`src/rtl/bitty_pkg.sv`:
```
// Shared types and constants for the Bitty core family.
// Instruction field positions follow from REG_AW, so they are derived in the core.
package bitty_pkg;

  typedef enum logic [3:0] {
    OP_ADD = 4'd0,
    OP_SUB = 4'd1,
    OP_AND = 4'd2,
    OP_OR  = 4'd3,
    OP_XOR = 4'd4,
    OP_SHL = 4'd5,
    OP_SHR = 4'd6,
    OP_CMP = 4'd7
  } alu_op_e;

  typedef enum logic [1:0] {
    FMT_REG = 2'd0,
    FMT_IMM = 2'd1
  } fmt_e;

  typedef enum logic [1:0] {
    IDLE   = 2'd0,
    LOAD_S = 2'd1,
    EXEC   = 2'd2,
    WB     = 2'd3
  } state_e;

  localparam logic [1:0] CMP_EQ = 2'd0;
  localparam logic [1:0] CMP_GT = 2'd1;
  localparam logic [1:0] CMP_LT = 2'd2;

  // ops 8..15 and formats 2/3 are reserved
  function automatic logic is_legal(input logic [3:0] op, input logic [1:0] fmt);
    return !op[3] && !fmt[1];
  endfunction

endpackage

```
`src/rtl/bitty_alu.sv`:
```
// Combinational Bitty ALU: arithmetic wraps mod 2^DATA_W, carry_out is ADD carry or SUB borrow.
module bitty_alu
  import bitty_pkg::*;
#(
  parameter int DATA_W = 16
) (
  input  logic [DATA_W-1:0] in_a,
  input  logic [DATA_W-1:0] in_b,
  input  logic [3:0]        op,
  output logic [DATA_W-1:0] out,
  output logic              carry_out
);

  localparam int SH_W = $clog2(DATA_W);

  logic [DATA_W:0] sum;
  logic [DATA_W:0] diff;
  logic [SH_W-1:0] shamt;

  assign sum   = {1'b0, in_a} + {1'b0, in_b};
  // top bit of the extended difference is set exactly when in_a < in_b
  assign diff  = {1'b0, in_a} - {1'b0, in_b};
  assign shamt = in_b[SH_W-1:0];

  always_comb begin
    out       = '0;
    carry_out = 1'b0;
    case (op)
      OP_ADD: begin
        out       = sum[DATA_W-1:0];
        carry_out = sum[DATA_W];
      end
      OP_SUB: begin
        out       = diff[DATA_W-1:0];
        carry_out = diff[DATA_W];
      end
      OP_AND: out = in_a & in_b;
      OP_OR:  out = in_a | in_b;
      OP_XOR: out = in_a ^ in_b;
      OP_SHL: out = in_a << shamt;
      OP_SHR: out = in_a >> shamt;
      OP_CMP: begin
        if (in_a == in_b)     out = DATA_W'(CMP_EQ);
        else if (in_a > in_b) out = DATA_W'(CMP_GT);
        else                  out = DATA_W'(CMP_LT);
      end
      default: out = '0;
    endcase
  end

endmodule

```
`src/rtl/bitty_core.sv`:
```
// Bitty datapath: register file, S/C/instruction registers and a 4-state sequencer.
//   state  | meaning
//   IDLE   | waiting for an instruction, instr_ready high
//   LOAD_S | S <= R[rx]
//   EXEC   | C <= alu(S, R[ry] or imm)
//   WB     | R[rx]/result/carry written, done pulses next cycle; may accept the next instruction
module bitty_core
  import bitty_pkg::*;
#(
  parameter  int DATA_W   = 16,
  parameter  int NUM_REGS = 8,
  localparam int REG_AW   = $clog2(NUM_REGS),
  localparam int INSTR_W  = 2*REG_AW + 10
) (
  input  logic               clk,
  input  logic               reset,
  input  logic               instr_valid,
  output logic               instr_ready,
  input  logic [INSTR_W-1:0] instr,
  output logic               done,
  output logic [DATA_W-1:0]  result,
  output logic               carry,
  output logic               illegal,
  input  logic [REG_AW-1:0]  dbg_addr,
  output logic [DATA_W-1:0]  dbg_data
);

  localparam int IMM_W = INSTR_W - REG_AW - 6;

  state_e              state;
  logic [DATA_W-1:0]   regs [NUM_REGS];
  logic [INSTR_W-1:0]  ir;
  logic [DATA_W-1:0]   s_reg;
  logic [DATA_W-1:0]   c_reg;
  logic                c_carry;

  logic [REG_AW-1:0]   rx;
  logic [REG_AW-1:0]   ry;
  logic [3:0]          op;
  logic [1:0]          fmt;
  logic [IMM_W-1:0]    imm;
  logic [DATA_W-1:0]   operand_b;
  logic [DATA_W-1:0]   alu_out;
  logic                alu_carry;

  assign rx  = ir[INSTR_W-1 -: REG_AW];
  assign ry  = ir[INSTR_W-REG_AW-1 -: REG_AW];
  // the immediate overlaps the ry field; fmt decides which reading applies
  assign imm = ir[INSTR_W-REG_AW-1:6];
  assign op  = ir[5:2];
  assign fmt = ir[1:0];

  assign operand_b = (fmt == FMT_IMM) ? DATA_W'(imm) : regs[ry];

  // WB shares the accept edge with writeback, giving one instruction every 3 cycles
  assign instr_ready = (state == IDLE) || (state == WB);
  assign dbg_data    = regs[dbg_addr];

  bitty_alu #(.DATA_W(DATA_W)) u_alu (
    .in_a      (s_reg),
    .in_b      (operand_b),
    .op        (op),
    .out       (alu_out),
    .carry_out (alu_carry)
  );

  always_ff @(posedge clk or negedge reset) begin
    if (!reset) begin
      state   <= IDLE;
      ir      <= '0;
      s_reg   <= '0;
      c_reg   <= '0;
      c_carry <= 1'b0;
      result  <= '0;
      carry   <= 1'b0;
      done    <= 1'b0;
      illegal <= 1'b0;
      for (int i = 0; i < NUM_REGS; i++) regs[i] <= '0;
    end else begin
      done    <= 1'b0;
      illegal <= 1'b0;
      case (state)
        IDLE: begin
          if (instr_valid) begin
            ir    <= instr;
            state <= LOAD_S;
          end
        end
        LOAD_S: begin
          s_reg <= regs[rx];
          state <= EXEC;
        end
        EXEC: begin
          c_reg   <= alu_out;
          c_carry <= alu_carry;
          state   <= WB;
        end
        WB: begin
          done <= 1'b1;
          if (is_legal(op, fmt)) begin
            regs[rx] <= c_reg;
            result   <= c_reg;
            if (op == OP_ADD || op == OP_SUB) carry <= c_carry;
          end else begin
            illegal <= 1'b1;
          end
          if (instr_valid) begin
            ir    <= instr;
            state <= LOAD_S;
          end else begin
            state <= IDLE;
          end
        end
        default: state <= IDLE;
      endcase
    end
  end

endmodule

```
`config.mk`:
```
export PLATFORM = sky130hd
export DESIGN_NAME = bitty_core
export DESIGN_NICKNAME = d
export VERILOG_FILES = /design/src/rtl/bitty_pkg.sv /design/src/rtl/bitty_alu.sv /design/src/rtl/bitty_core.sv
export SDC_FILE = /design/constraint.sdc
export NUM_CORES = 1
export LEC_CHECK = 0
export ABC_AREA = 1
export CAP_MARGIN = 5
export CELL_PAD_IN_SITES_DETAIL_PLACEMENT = 0
export CELL_PAD_IN_SITES_GLOBAL_PLACEMENT = 1
export CORE_UTILIZATION = 47
export CTS_BUF_LIST = sky130_fd_sc_hd__clkbuf_4 sky130_fd_sc_hd__clkbuf_8
export CTS_CLUSTER_SIZE = 25
export DETAILED_ROUTE_END_ITERATION = 8
export PLACE_DENSITY = 0.93
export SETUP_SLACK_MARGIN = 0.2
export SLEW_MARGIN = 20
export SYNTH_ARGS = -nofsm -noshare
export SYNTH_HDL_FRONTEND = slang
export SYNTH_SLANG_ARGS = --single-unit
```
`constraint.sdc`:
```
create_clock -name clk -period 3.4 [get_ports clk]
set_input_delay 0.34 -clock clk [delete_from_list [all_inputs] [get_ports clk]]
set_output_delay 0.34 -clock clk [all_outputs]
set_load 0.01 [all_outputs]
```
==> impl_metrics.toml, run 1 <==
[grt]
track_usage_pct = 34.3
grt_pass1_wl_um = 80700
grt_max_degree = 98
grt_pass1_vias = 13900
antenna_found_initial = 0
grt-ovfl-total = 0

[sta]
hold_ws_ns = 0.412
fin_skew_ns = 0.0152
fmax_mhz = 313
finalSetupViolations = 0
rsz0062_at_grt = "true"
slew_headroom_pct = 30.3
drv_slew = 0
worstMarginPinSlew_ns = 1.04
period_share_pct = 94.1
hold_violations = 0
min_period_ns = 3.20

[cells_and_area]
layout_commonest_cell = "nand2_1"
layout_common_cells = "nand2_1 (420), o21ai_0 (305), dfrtp_1 (195)"
final.fill_count = 2860
largest_reg_flops = 128
regMostFlops = "regs"
diodes = 0
final_core_util_pct = 56.6
final_layout_size_suffix_gt1_share_pct = 15.6
area_delta_synth_final_pct = 18.0
nets = 2205

[synthesis]
synth_nets = 2124
syn_inst = 2042
async_flop_share_pct = 100
ys_ff_latch = 198
synth_area_mm2 = 0.0142
synthFlopType = "dfrtp_1"
synth_cell_types = 51
syn_avg_cell_area_um2 = 6.97
synth_edf_count = 0
synth_warnings = 0
synth-seq-area-share_pct = 34.8

[cts]
clk_latency_ns = 0.50
cts_tree = "yes"
htree_levels = 4
clk_pin_slew_worst_paths_ns = 0.10
root_buffer = "clkbuf_8"
cts_num_sinks = 198
clockBufferDepth = 2
cts_buffers = 17

[detailed_routing]
route.met3.wl_um = 5830
drt-pass1-iter-count = 5
num_vias = 15300
wl_met1_um = 22400
drtAntennaViolNets = 0
drc = 0
drtIter0Drc = 1640
drt-total-wl_um = 54600
met2_length_um = 24200
routed_via_density = 6.06
wire_per_inst_um = 21.6
top_layer = "met4"

[worst_setup_path]
arrival_ns = 3.58
crit_required_ns = 3.78
cp-end-kind = "flip-flop"
path_max_fanout = 7
critPathKind = "reg2reg"
reg2reg_slack_ns = 0.20
critPathLaunchType = "flip-flop"

[pwr]
ir_drop_mv = 0.611
finalPower_mw = 19.8
leakagePower_nw = 7.42
powerDensity_mw_per_mm2 = 1180

[floorplanning]
die_area_mm2 = 0.0310
core-area_mm2 = 0.0297
ios = 58
row_count = 63
initial_core_util_pct = 47.9
die_h_um = 176
die_x_um = 176

[placement]
place_congestion = 0.990
portBuffers = 57
hpwl_um = 37100

[status]
status = "complete, no violations"

[flow_run]
max_cap_violations = 0

[worst_hold_path]
min_path_type = "in2reg"
[kinds of logic (layout without fill, tap and decap cells)]
logic type | after synthesis | count (layout) | synth area share, %
buffers and inverters | 332 | 426 | 9.70
adder cells (fa/ha/maj) | 60 | 60 | 5.38
AO/OA/AOI/OAI | 636 | 636 | 24.4
multiplexers | 7 | 7 | 0.554
XOR/XNOR | 1 | 1 | 0.0615
flip-flops | 198 | 198 | 34.8
AND/OR/NAND/NOR | 808 | 808 | 25.1
[what timing repair did]
action	4_1_cts	5_1_grt
cloned	0	4
pin swaps	1	47
endpoints found under the setup margin	8	15
buffers inserted	1	35
hold endpoints to repair	94	0
gates resized for setup	17	163
hold buffers	1	0
[cells in the mapped netlist (21+ instances only)]
cell type    n  area [µm²]
nand2_1    445        1670
o21ai_0    329        1650
inv_1      199         747
dfrtp_1    198        4950
a21oi_1    186         931
nand3_1    154         771
nor2_1     128         480
clkbuf_1    79         297
ha_1        58         726
o211ai_1    29         218
nand4_1     25         156
buf_2       21         105
[metrics by stage]
stage	area (µm²)	TNS [ns]	instances	setup WS (ns)
after floorplan	14200	0	2042	0.332
after global placement	15400	-0.0278	2453	-0.0278
after detailed placement	15400	-0.0180	2453	-0.0180
after CTS	15900	0	2487	0.188
after global routing	16800	0	2526	0.0810
final	16800	0	2526	0.201
[path summary, 6_finish.rpt]
path                                       from  depth (start not counted)                    end
max                          ir[10]$_DFFE_PN0P_                         22   c_reg[5]$_DFFE_PN0N_
min                                    instr[0]                          3      ir[0]$_DFFE_PN0P_
max reg2reg                  ir[10]$_DFFE_PN0P_                         22   c_reg[5]$_DFFE_PN0N_
min reg2reg                regs[45]$_DFFE_PN0P_                          2   regs[45]$_DFFE_PN0P_
max in group asynchronous                 reset                          3  regs[121]$_DFFE_PN0P_
min in group asynchronous                 reset                          2   regs[97]$_DFFE_PN0P_
[routing by layer]
layer | vias up | global-route usage (%)
li1 | 7055 | -
met1 | 7199 | 48.0
met2 | 903 | 51.1
met3 | 145 | 6.57
met4 | 0 | 15.6
met5 | - | 0
[layout make-up]
class,count,area [µm²],share of cell area [%]
clock buffers,22,297,1.76
repair buffers,184,1740,10.3
clock inverters,10,108,0.640
inverters,210,817,4.86
multi-input cells,1512,8400,50.0
flip-flops and latches,198,4960,29.5
well taps,390,488,2.90
[power by group]
group	leakage (nW)	internal, mW	switching (mW)	total [mW]
Combinational	4.58	5.26	8.95	14.2
Sequential	2.64	3.17	0.877	4.04
Clock	0.205	0.684	0.909	1.59
Total	7.42	9.11	10.7	19.8
[worst max-delay path: stages, from the launching register on]
cell	delay, ns
dfrtp_4	0.45
buf_8	0.15
clkinv_8	0.08
buf_12	0.13
buf_6	0.11
a21oi_2	0.09
o21ai_1	0.06
nand2_1	0.07
nand2_2	0.06
nand3_4	0.10
clkinvlp_4	0.16
ha_4	0.38
nand2_2	0.11
a31oi_4	0.18
buf_6	0.13
nor2_4	0.03
buf_4	0.13
o21ai_1	0.11
a21oi_1	0.05
nor2_1	0.16
nand4_1	0.16
nand2_1	0.09
o21ai_1	0.06
No activity file was read; power rests on OpenSTA's default activity.
==> run 2, diff against run 1 <==
GPL_TIMING_DRIVEN = 0   (was default)
==> run 2 against run 1 <==
- the flow now finishes with violations (design-rule violations, negative setup slack)
- register-to-register slack lost 0.23 ns
- wire length increased by 16%
- die area did not move
- clock skew fell by 0.0023 ns
- cell area rose by 5.9%
- non-clock buffer count is 78 higher
- sequential power rose by 2%
- flip-flop and latch count stayed put
- global-route usage up 6.4 points
- critical endpoint is now c_reg[9]$_DFFE_PN0N_
- largest cell class unchanged
==> impl_metrics.toml, run 2 (synthesis results as in run 1) <==
[status]
status = "complete, but fails checks"
violations = "design-rule violations, negative setup slack"

[sta]
fmax_mhz = 291
period_share_pct = 101
hold_violations = 0
rsz0062_at_grt = "true"
worstMarginPinSlew_ns = 0.992
hold_ws_ns = 0.218
drv_slew = 0
slew_headroom_pct = 33.7
min_period_ns = 3.43
finalSetupViolations = 1
fin_skew_ns = 0.0130
finalWorstSetupSlack_ns = -0.0320

[worst_setup_path]
critPathKind = "reg2reg"
cp-end-kind = "flip-flop"
crit_required_ns = 3.78
reg2reg_depth = 19
path_cells = "buf_6 -> inv_8 -> buf_12 -> buf_12 -> clkbuf_16 -> o211ai_1 -> a32oi_4 -> buf_6 -> ha_4 -> nand2_4 -> nor2_4 -> o21ai_1 -> nand3b_1 -> xor2_1 -> nor2_1 -> nor2_2 -> nand3_2 -> nand2_1 -> nand2_1"
path_max_fanout = 7
arrival_ns = 3.81
cp_slowest_cell = "dfrtp_1"
critPathLaunchType = "flip-flop"
r2r_end = "c_reg[9]$_DFFE_PN0N_"
r2r-start = "ir[10]$_DFFE_PN0P_"
max_stage_delay_ns = 0.37
reg2reg_slack_ns = -0.03

[cells_and_area]
largest_reg_flops = 128
regMostFlops = "regs"
diodes = 0
layout_common_cells = "nand2_1 (412), o21ai_0 (277), dfrtp_1 (198)"
instances_no_fill = 2604
final_layout_size_suffix_gt1_share_pct = 18.2
layout_commonest_cell = "nand2_1"
area_delta_synth_final_pct = 25.0
nets = 2283
final.fill_count = 2758

[cts]
clk_pin_slew_worst_paths_ns = 0.11
root_buffer = "clkbuf_8"
cts_num_sinks = 198
htree_levels = 4
cts_buffers = 17
clockBufferDepth = 2
cts_tree = "yes"
clk_latency_ns = 0.49

[floorplanning]
die_area_mm2 = 0.0310
core-area_mm2 = 0.0297
row_count = 63
die_h_um = 176
die_x_um = 176
initial_core_util_pct = 47.9
ios = 58

[placement]
portBuffers = 56
hpwl_um = 48200
placedCellCount = 2490
place_congestion = 1.04

[flow_run]
max_cap_violations = 0

[pwr]
powerDensity_mw_per_mm2 = 1270
leakagePower_nw = 7.78
ir_drop_mv = 0.509

[grt]
grt_max_degree = 98
grt_pass1_wl_um = 93000
antenna_found_initial = 1
grt-ovfl-total = 0
grt_pass1_vias = 15200
track_usage_pct = 40.7

[detailed_routing]
drt-total-wl_um = 63500
drtAntennaViolNets = 0
drtIter0Drc = 2053
routed_via_density = 6.16
drt-pass1-iter-count = 9
wire_per_inst_um = 24.4
num_vias = 16000
drc = 1

[worst_hold_path]
min_path_type = "in2async"
[run 2: cell types whose count changed in the layout (fill, tap and decap cells not counted), sizes merged]
cell | previous run | this run
buf | 123 | 127
bufbuf | 0 | 2
bufinv | 1 | 2
clkbuf | 27 | 94
clkinvlp | 2 | 1
inv | 211 | 216
[run 2: how the worst max path moves through the flow]
stage	start	endpoint	slack, ns	cells past startpoint
finish	ir[10]$_DFFE_PN0P_	c_reg[9]$_DFFE_PN0N_	-0.03	19
CTS	ir[10]$_DFFE_PN0P_	c_reg[9]$_DFFE_PN0N_	0.11	22
detailed placement	ir[10]$_DFFE_PN0P_	c_reg[9]$_DFFE_PN0N_	-1.12	20
global route	ir[10]$_DFFE_PN0P_	c_reg[9]$_DFFE_PN0N_	-0.09	19
global placement	reset	s_reg[9]$_DFFE_PN0N_	-6.18	1
floorplan	ir[10]$_DFFE_PN0P_	c_reg[0]$_DFFE_PN0N_	0.33	21
[run 2: worst max-delay path, delay by kind of cell (launching register included)]
family	cells	cell delay, ns
xor+xnor	1	0.16
flops	1	0.37
buf+inv	6	0.80
compound gates	3	0.58
simple gates	8	1.03
fa+ha+maj	1	0.37
[run 2: per-layer routing]
metal | track usage, % | wire length, µm | share of wire [%]
met2 | 65.9 | 29500 | 46
met4 | 23.6 | 3740 | 5.9
met3 | 5.47 | 5390 | 8.5
met5 | 0 | 15 | 0.024
met1 | 52.1 | 24800 | 39
[run 2: repair_timing]
| item | 4_1_cts | 5_1_grt |
|---|---|---|
| pin swaps | 66 | 81 |
| hold buffers | 1 | 0 |
| hold endpoints to repair | 198 | 0 |
| setup buffers | 53 | 22 |
| endpoints found under the setup margin | 17 | 44 |
| cloned | 5 | 1 |
| gates resized for setup | 248 | 133 |
[run 2: final cells by class]
class	count	area (µm²)	area share, %
Buffer	122	947	5.32
Tap cell	390	488	2.74
Timing Repair Buffer	140	1410	7.93
Clock inverter	15	181	1.02
Multi-Input combinational cell	1512	8760	49.2
Inverter	210	823	4.63
Clock buffer	17	234	1.31
Sequential cell	198	4950	27.8
[run 2: report_power, final]
part / switching [mW] / internal (mW)
clock: 0.962 / 0.690
combinational: 10.5 / 6.45
sequential: 0.952 / 3.16
total: 12.4 / 10.3
[run 2: through the flow]
step                      setup WS, ns  util, %  power (mW)  instance area [µm²]  TNS (ns)
after floorplan                  0.332        -        11.8                14200         0
after global placement           -6.18     51.4        15.8                15300  -1227.46
after detailed placement         -1.12     51.6        15.9                15300    -10.34
after CTS                        0.108     57.7        20.5                17100         0
after global routing           -0.0920     59.9        23.8                17800    -0.490
final                          -0.0320     59.9        22.7                17800   -0.0320
